### src/rtl/rs_dec_single_err_locator.sv
// RS(32,28) single-error locator: classifies the four syndromes and, for a
// single error, walks alpha powers one GF(256) multiply per clock to find it.

module gf256_mult (
  input  logic [7:0] a,
  input  logic [7:0] b,
  output logic [7:0] p
);
  logic [7:0] acc;
  logic [7:0] sh;

  // Shift-and-add over GF(2^8) with reduction polynomial 0x11D.
  always_comb begin
    acc = 8'h00;
    sh  = a;
    for (int i = 0; i < 8; i++) begin
      if (b[i]) acc = acc ^ sh;
      sh = {sh[6:0], 1'b0} ^ (sh[7] ? 8'h1D : 8'h00);
    end
    p = acc;
  end
endmodule

module gf256_sum (
  input  logic [7:0] a,
  input  logic [7:0] b,
  output logic [7:0] y
);
  assign y = a ^ b;
endmodule

module rs_dec_single_err_locator #(
  parameter int N_SYMB = 32
) (
  input  logic       i_clk,
  input  logic       i_resb,
  input  logic       i_start,
  input  logic [7:0] i_s0,
  input  logic [7:0] i_s1,
  input  logic [7:0] i_s2,
  input  logic [7:0] i_s3,
  output logic       o_busy,
  output logic       o_done,
  output logic [1:0] o_status,
  output logic [4:0] o_err_pos,
  output logic [7:0] o_err_val
);

  typedef enum logic [1:0] {IDLE, CHECK, SEARCH, DONE} state_t;

  localparam logic [1:0] ST_CLEAN  = 2'b00;
  localparam logic [1:0] ST_SINGLE = 2'b01;
  localparam logic [1:0] ST_UNCORR = 2'b10;

  state_t     state_reg;
  logic [7:0] s0_reg, s1_reg, s2_reg, s3_reg;
  logic [7:0] c_reg;
  logic [5:0] p_reg;
  logic       busy_reg, done_reg;
  logic [1:0] status_reg;
  logic [4:0] pos_reg;
  logic [7:0] val_reg;

  // Consistency products: index 0/1 form check A, index 2/3 form check B.
  logic [7:0] mul_a [4];
  logic [7:0] mul_b [4];
  logic [7:0] mul_p [4];

  assign mul_a[0] = s1_reg;  assign mul_b[0] = s1_reg;
  assign mul_a[1] = s0_reg;  assign mul_b[1] = s2_reg;
  assign mul_a[2] = s2_reg;  assign mul_b[2] = s2_reg;
  assign mul_a[3] = s1_reg;  assign mul_b[3] = s3_reg;

  genvar gi;
  generate
    for (gi = 0; gi < 4; gi++) begin : g_chk_mult
      gf256_mult u_mult (
        .a (mul_a[gi]),
        .b (mul_b[gi]),
        .p (mul_p[gi])
      );
    end
  endgenerate

  logic [7:0] diff_a, diff_b;

  gf256_sum u_sum_a (.a(mul_p[0]), .b(mul_p[1]), .y(diff_a));
  gf256_sum u_sum_b (.a(mul_p[2]), .b(mul_p[3]), .y(diff_b));

  logic [7:0] c_next;
  logic [5:0] p_next;
  logic [4:0] pos_calc;
  logic       all_zero, inconsistent, hit, span_end;

  gf256_mult u_step (.a(c_reg), .b(8'h02), .p(c_next));

  assign p_next       = p_reg + 6'd1;
  // (32 - p') mod 32 reduces to the 5-bit negation of p'.
  assign pos_calc     = 5'd0 - p_next[4:0];
  assign all_zero     = (s0_reg == 8'h00) && (s1_reg == 8'h00) &&
                        (s2_reg == 8'h00) && (s3_reg == 8'h00);
  assign inconsistent = (s0_reg == 8'h00) || (diff_a != 8'h00) || (diff_b != 8'h00);
  assign hit          = (c_next == s1_reg);
  assign span_end     = (p_next == 6'(N_SYMB));

  always_ff @(posedge i_clk or negedge i_resb) begin
    if (!i_resb) begin
      state_reg  <= IDLE;
      s0_reg     <= 8'h00;
      s1_reg     <= 8'h00;
      s2_reg     <= 8'h00;
      s3_reg     <= 8'h00;
      c_reg      <= 8'h00;
      p_reg      <= 6'd0;
      busy_reg   <= 1'b0;
      done_reg   <= 1'b0;
      status_reg <= ST_CLEAN;
      pos_reg    <= 5'd0;
      val_reg    <= 8'h00;
    end else begin
      done_reg <= 1'b0;
      case (state_reg)
        IDLE: begin
          if (i_start) begin
            s0_reg    <= i_s0;
            s1_reg    <= i_s1;
            s2_reg    <= i_s2;
            s3_reg    <= i_s3;
            busy_reg  <= 1'b1;
            state_reg <= CHECK;
          end
        end
        CHECK: begin
          if (all_zero || inconsistent) begin
            status_reg <= all_zero ? ST_CLEAN : ST_UNCORR;
            pos_reg    <= 5'd0;
            val_reg    <= 8'h00;
            busy_reg   <= 1'b0;
            done_reg   <= 1'b1;
            state_reg  <= DONE;
          end else begin
            c_reg     <= s0_reg;
            p_reg     <= 6'd0;
            state_reg <= SEARCH;
          end
        end
        SEARCH: begin
          c_reg <= c_next;
          p_reg <= p_next;
          if (hit) begin
            status_reg <= ST_SINGLE;
            pos_reg    <= pos_calc;
            val_reg    <= s0_reg;
            busy_reg   <= 1'b0;
            done_reg   <= 1'b1;
            state_reg  <= DONE;
          end else if (span_end) begin
            // Consistent locator that lies outside the 32-byte codeword.
            status_reg <= ST_UNCORR;
            pos_reg    <= 5'd0;
            val_reg    <= 8'h00;
            busy_reg   <= 1'b0;
            done_reg   <= 1'b1;
            state_reg  <= DONE;
          end
        end
        DONE: begin
          state_reg <= IDLE;
        end
        default: begin
          state_reg <= IDLE;
        end
      endcase
    end
  end

  assign o_busy    = busy_reg;
  assign o_done    = done_reg;
  assign o_status  = status_reg;
  assign o_err_pos = pos_reg;
  assign o_err_val = val_reg;

endmodule

### config.mk
export PLATFORM = sky130hd
export DESIGN_NAME = rs_dec_single_err_locator
export DESIGN_NICKNAME = d
export VERILOG_FILES = /design/src/rtl/rs_dec_single_err_locator.sv
export SDC_FILE = /design/constraint.sdc
export NUM_CORES = 1
export LEC_CHECK = 0
export ABC_AREA = 1
export BUFFER_PORTS_ARGS = -buffer_cell sky130_fd_sc_hd__buf_2
export CORE_ASPECT_RATIO = 0.75
export CORE_UTILIZATION = 66
export CTS_BUF_LIST = sky130_fd_sc_hd__clkbuf_16
export DETAILED_ROUTE_END_ITERATION = 6
export PLACE_DENSITY = 0.88
export SLEW_MARGIN = 10
export SYNTH_ARGS = -nofsm -noshare
export SYNTH_HDL_FRONTEND = slang
export SYNTH_SLANG_ARGS = --single-unit
### constraint.sdc
create_clock -name i_clk -period 8.3 [get_ports i_clk]
set_input_delay 1.245 -clock i_clk [delete_from_list [all_inputs] [get_ports i_clk]]
set_output_delay 1.245 -clock i_clk [all_outputs]
set_load 0.02 [all_outputs]
Word level (Yosys, flattened, before mapping)
Cells that the tools add are included.
Word-level totals
  output and inout port bits: 17
  bits in registers: 65
  word-level logic and storage cells: 180
  input port bits: 35
Cells by class
  equality and inequality tests: 9
  muxes and demuxes: 85
  reduce and logical (&&, ||, !) cells: 20
  bitwise gates (word level): 52
  add/sub/neg operators: 2
Operator list (count)
  $xor A8 B8 Y8: 52
  $mux W8: 36
  $mux W5: 25
  $logic_not A8 Y1: 4
  $pmux W8 S2: 2
  $reduce_bool A8 Y1: 2
  $mux W2: 7
  $pmux W6 S2: 1
  $pmux W5 S2: 1
  $eq A8 B8 Y1: 1
  $mux W1: 8
  $pmux W2 S4: 1
  $add A6 B1 Y6 const B: 1
  $eq A6 B6 Y1 const B: 1
  $mux W6: 1
  $ne A2 B2 Y1 const B: 3
  $reduce_and A2 Y1: 3
  $sub A1 B5 Y5 const A: 1
  $eq A2 B2 Y1 const B: 2
  $pmux W2 S2: 1
  $reduce_and A4 Y1: 1
  $logic_and A1 B1 Y1: 3
  $logic_or A1 B1 Y1: 3
  $ne A3 B3 Y1 const B: 1
  other kinds (7): 7

Logic depth before layout (Yosys ltp)
  depth after elaboration: 23
  mapped depth: 29
  gate-level depth less buffers: 26

Modules after synthesis
From an unflattened synthesis, not the netlist that was laid out.
Second synthesis, totals
  cell total of the unflattened synthesis: 2103
  area, all modules: 11592.4 sq um
Modules (own cells, without submodules)
  gf256_mult: cells each 335, area an instance 1616.6 sq um, times used 5, seq. area each 0.0 sq um
  rs_dec_single_err_locator: cells each 348, area an instance 3209.3 sq um, times used 1, seq. area each 1626.6 sq um
  gf256_sum: cells each 40, area an instance 150.1 sq um, times used 2, seq. area each 0.0 sq um

Least setup slack after synthesis
No wires, ideal clock.
  path type: flip-flop to flip-flop
  from: register s1_reg[0]
  to: register p_reg[4]
  arrival: 2.498 ns
  buffers on the path: 1
  period minus slack after synthesis: 2.616 ns
  library setup time: 0.118 ns
  stages on the path, launching flop included: 24
  slack: 5.684 ns
  data required time: 8.182 ns
  cell sequence: dfrtp_1 ha_1 inv_1 nand2_1 nand2_1 nand2_1 nand2_2 inv_2 nand3_1 nand2_1 or2_1 nand2_1 inv_1 nand2_1 nand2_1 nor2_1 nand2_1 nor2_1 nand2_1 nor2_4 nand2_4 buf_2 nand3_1 nand2_1
Between the ends
  cells in the longest elaborated chain, start to end: 22
  elaborated cells on any way between the ends: 50
  classes of those cells: eq/ne: 1; mux: 16; bitwise: 23; reduce/logical: 10
Ends and longest elaborated chain
  start, declared: RTL line 56  | logic [7:0] s0_reg, s1_reg, s2_reg, s3_reg;
  start signal, assigned: RTL line 126  | s1_reg <= i_s1;
  $mux W8 or $xor A8 B8 Y8 (tied branches): RTL line 17, 18
  $xor A8 B8 Y8: RTL line 17  | if (b[i]) acc = acc ^ sh;
  $mux W8: RTL line 17
  $xor A8 B8 Y8: RTL line 17
  $mux W8: RTL line 17
  $xor A8 B8 Y8: RTL line 17
  $mux W8: RTL line 17
  $xor A8 B8 Y8: RTL line 17
  [... 5 more ...]
  $xor A8 B8 Y8: RTL line 17
  $mux W8: RTL line 17
  $xor A8 B8 Y8: RTL line 29  | assign y = a ^ b;
  $reduce_bool A8 Y1: RTL line 102  | assign inconsistent = (s0_reg == 8'h00) || (diff_a != 8'h00) || (diff_b != 8'h00);
  $logic_or A1 B1 Y1 (2 in a row): RTL line 102
  $logic_or A1 B1 Y1 (*): RTL line 134  | if (all_zero || inconsistent) begin
  $ne A2 B2 Y1 (no source line) (*)
  $reduce_and A2 Y1 (no source line) (*)
  end signal, assigned: RTL line 149  | p_reg <= p_next;
  end, declared: RTL line 58  | logic [5:0] p_reg;
Every way passes the cells marked *; elsewhere a longest branch is shown, timed or not.
A chain may end at the register's enable or synchronous reset.

Worst setup path after layout
  from: register s1_reg[7]
  to: register c_reg[7]
Between the ends
  cells in the longest elaborated chain, start to end: 23
  elaborated cells on any way between the ends: 54
  classes of those cells: eq/ne: 1; mux: 20; bitwise: 23; reduce/logical: 10
Ends and longest elaborated chain
  $mux W5: RTL line 18  | sh = {sh[6:0], 1'b0} ^ (sh[7] ? 8'h1D : 8'h00);
  $xor A8 B8 Y8: RTL line 18
  $xor A8 B8 Y8: RTL line 17
  $mux W8: RTL line 17
  $xor A8 B8 Y8: RTL line 17
  $mux W8: RTL line 17
  $xor A8 B8 Y8: RTL line 17
  $mux W8: RTL line 17
  [... 6 more ...]
  $xor A8 B8 Y8: RTL line 17
  $mux W8: RTL line 17
  $xor A8 B8 Y8: RTL line 29
  $reduce_bool A8 Y1: RTL line 102
  $logic_or A1 B1 Y1 (2 in a row): RTL line 102
  $logic_or A1 B1 Y1 (*): RTL line 134
  $ne A2 B2 Y1 (no source line) (*)
  $reduce_and A2 Y1 (no source line) (*)
  end signal, assigned: RTL line 142  | c_reg <= s0_reg;
  end signal, assigned: RTL line 148  | c_reg <= c_next;
  end, declared: RTL line 57  | logic [7:0] c_reg;
Marked as above.

==> results.rst <==
.. list-table::
   :header-rows: 1

   * - Metric
     - Value
   * - TritonCTS clock tree
     - yes
   * - # rows
     - 36
   * - Max cap viols
     - 0
   * - Post-Syn Nets
     - 1,809
   * - Root buffer cell
     - clkbuf_16
   * - Clock Skew
     - 0.01532 ns
   * - Top library cells by usage in the layout, fill and taps aside
     - 812 x nand2_1, 263 x nand3_1, 182 x inv_1
   * - Insertion delay of the later-clocked pin in the worst-skew pair
     - 0.36 ns
   * - Initial Util
     - 69.38%
   * - Arrival time reported for the critical path endpoint
     - 4.65 ns
   * - H-tree depth
     - 3
   * - Vias after detailed routing
     - 11,300
   * - Final number of setup-violating endpoints
     - 0
   * - Min cycle time layout
     - 4.362 ns
   * - I/O Buffers
     - 51
   * - Critical Path Sink Type
     - register
   * - Global-route usage over all layers
     - 40.17%
   * - Final Net Count
     - 1,804
   * - Number of buffers created by CTS
     - 9
   * - Number of max-slew violations in the final report
     - 0
   * - Sort of element at the start of the critical path
     - register
   * - Most common cell after layout, fill and taps aside
     - nand2_1
   * - Number of detailed-route iterations in the first pass
     - 7
   * - Post-Syn Instances
     - 1,765
   * - First-pass GRT wire length
     - 47,130 um
   * - Initial DRC Count
     - 1,076
   * - Placeable core area
     - 13,290 um2
   * - Hold Crit Class
     - register to register
   * - DRC violation count after routing
     - 0
   * - # hold bufs at CTS
     - 0
   * - Count of boundary I/O pins
     - 52
   * - Library cell with the largest summed area after synthesis
     - nand2_1
   * - Critical Path RT
     - 8.58 ns
   * - R2R setup slack
     - 3.94 ns
   * - Worst Max-Slew Pin Slew
     - 0.9774 ns
   * - Outcome
     - completed
   * - Y dimension of the die
     - 104.4 um
   * - Placed standard-cell area
     - 9359 um2
   * - Post-cts sizing count
     - 0
   * - Area share of the largest cell type after synthesis
     - 33.10%
   * - Hold violation total from the final report
     - 0
   * - Final HPWL from detailed placement
     - 20,930 um
   * - Clk sinks
     - 65
   * - Maximum clock insertion buffer count
     - 2
   * - Flops & latches, synth
     - 65
   * - Post-synth cell types
     - 36
   * - Number of global-route vias before repair
     - 10,040
   * - Warnings, synthesis
     - 0
   * - Number of antenna cells inserted
     - 0
   * - Total setup buffers inserted after CTS
     - 0
   * - RSZ-0062 raised after global routing
     - no
   * - Post-detailed-route via-to-cell ratio
     - 5.838
   * - Pin count of the biggest net entering global routing
     - 66
   * - Number of antenna-violating nets in the routed design
     - 0
   * - Maximum fanout encountered on the critical timing path
     - 33
   * - Clock slew at the register clock pins of the worst setup and hold paths
     - 0.07 ns
   * - Detailed-route wire length per cell
     - 14.89 um
   * - Routability congestion estimate
     - 1.012
   * - Top area cells in the synthesized netlist
     - nand2_1 33%, dfrtp_1 18%, nand3_1 14%, inv_1 7.4%, nor2_1 4.7%
   * - DRT Wirelength
     - 28,830 um
   * - Register area share after synthesis
     - 17.64%
   * - Combined area of all synthesized cells
     - 9219 um2
   * - Average cell area after synthesis
     - 5.223 um2
   * - Post-route cell area
     - 9671 um2
   * - Worst Setup Path Type
     - register to register
   * - Worst max-slew margin expressed relative to the limit
     - 34.84%
   * - Area enclosed by the die boundary
     - 14,450 um2
   * - Share of layout cells above drive strength 1
     - 6.459%
   * - Global route overflow
     - 0
   * - Final period util
     - 52.56%
   * - Die X
     - 138.5 um
   * - Number of antenna violations at the first check in global routing
     - 0
   * - Layout fillers
     - 1,225
   * - Max frequency
     - 0.2292 GHz
   * - Setup tns final
     - 0 ns
   * - Area Overhead vs Synth
     - 4.900%
## cells in the mapped netlist (all sizes together)
cell / n
ha: 9
xnor2: 31
o211ai: 1
xor2: 37
o21bai: 4
nand4: 24
nor4: 6
nand3b: 12
nand3: 267
nor3: 13
a31oi: 1
buf: 48
o21ai: 26
nand2: 835
a21oi: 40
mux2: 1
clkinv: 6
inv: 195
nor2: 118
a211oi: 1
dfrtp: 65
or2: 3
clkbuf: 22
## cells by family (layout without fill, tap and decap cells)
group / Yosys count / after routing / share of synthesized area (%)
flops: 65 / 65 / 17.64
fa+ha+maj: 9 / 9 / 1.222
compound gates: 73 / 73 / 4.140
buf+inv: 271 / 271 / 12.05
simple gates: 1278 / 1278 / 58.36
mux: 1 / 1 / 0.1221
xor+xnor: 68 / 68 / 6.460
## through the flow
stage | cells | setup WS (ns) | hold WS [ns] | utilization [%]
after global placement | 1920 | 4.268 | 0.4487 | 70.43
final | 1936 | 3.938 | 0.4691 | 72.78
after detailed placement | 1920 | 4.127 | 0.4535 | 70.43
after floorplan | 1765 | 5.684 | 0.4782 | -
after global routing | 1936 | 3.656 | 0.4992 | 72.78
after CTS | 1936 | 4.095 | 0.4702 | 72.78
## path summary, 6_finish.rpt
kind / start / endpoint / cells past startpoint
max: s1_reg[7] / c_reg[7] / 21
min: o_busy / o_busy / 2
max reg2reg: s1_reg[7] / c_reg[7] / 21
min reg2reg: o_busy / o_busy / 2
max in group asynchronous: i_resb / s3_reg[7] / 2
min in group asynchronous: i_resb / o_err_pos[2] / 2
## layout make-up
type | count | area (um2) | area share [%]
clock inverters | 7 | 86.33 | 0.8927
flip-flops and latches | 65 | 1627 | 16.82
multi-input cells | 1429 | 6484 | 67.05
inverters | 201 | 757.0 | 7.828
well taps | 171 | 214.0 | 2.212
clock buffers | 9 | 225.2 | 2.329
repair buffers | 54 | 277.8 | 2.872
## worst max-delay path, cell delays in order, from the launching register on
cell and delay, ns:
dfrtp_1 0.97, inv_2 0.37, nand2_2 0.22, nand2_1 0.33, nand2_1 0.24, nand2_1 0.10
nand2_1 0.12, nand3_1 0.16, nand3b_1 0.24, nand2_1 0.11, inv_1 0.04, nand2_1 0.05
nand2_1 0.06, nand2_1 0.07, nand2_1 0.09, nor2_1 0.13, nand3_2 0.16, nor2_4 0.13
nand2_4 0.23, nand2_2 0.27, nand2_1 0.08, nand2_1 0.10
## routing by layer
metal  up-vias  wire [um]  global-route usage, %
met2       697      12490                  61.60
met5         -          0                      0
met1      5014      11920                  53.55
met4         0        979                  19.10
met3        92       3437                  8.886
li1       5500          -                      -
Power is not shown: default switching activity piles up to over one toggle a cycle in this logic, so the estimate is an artifact.
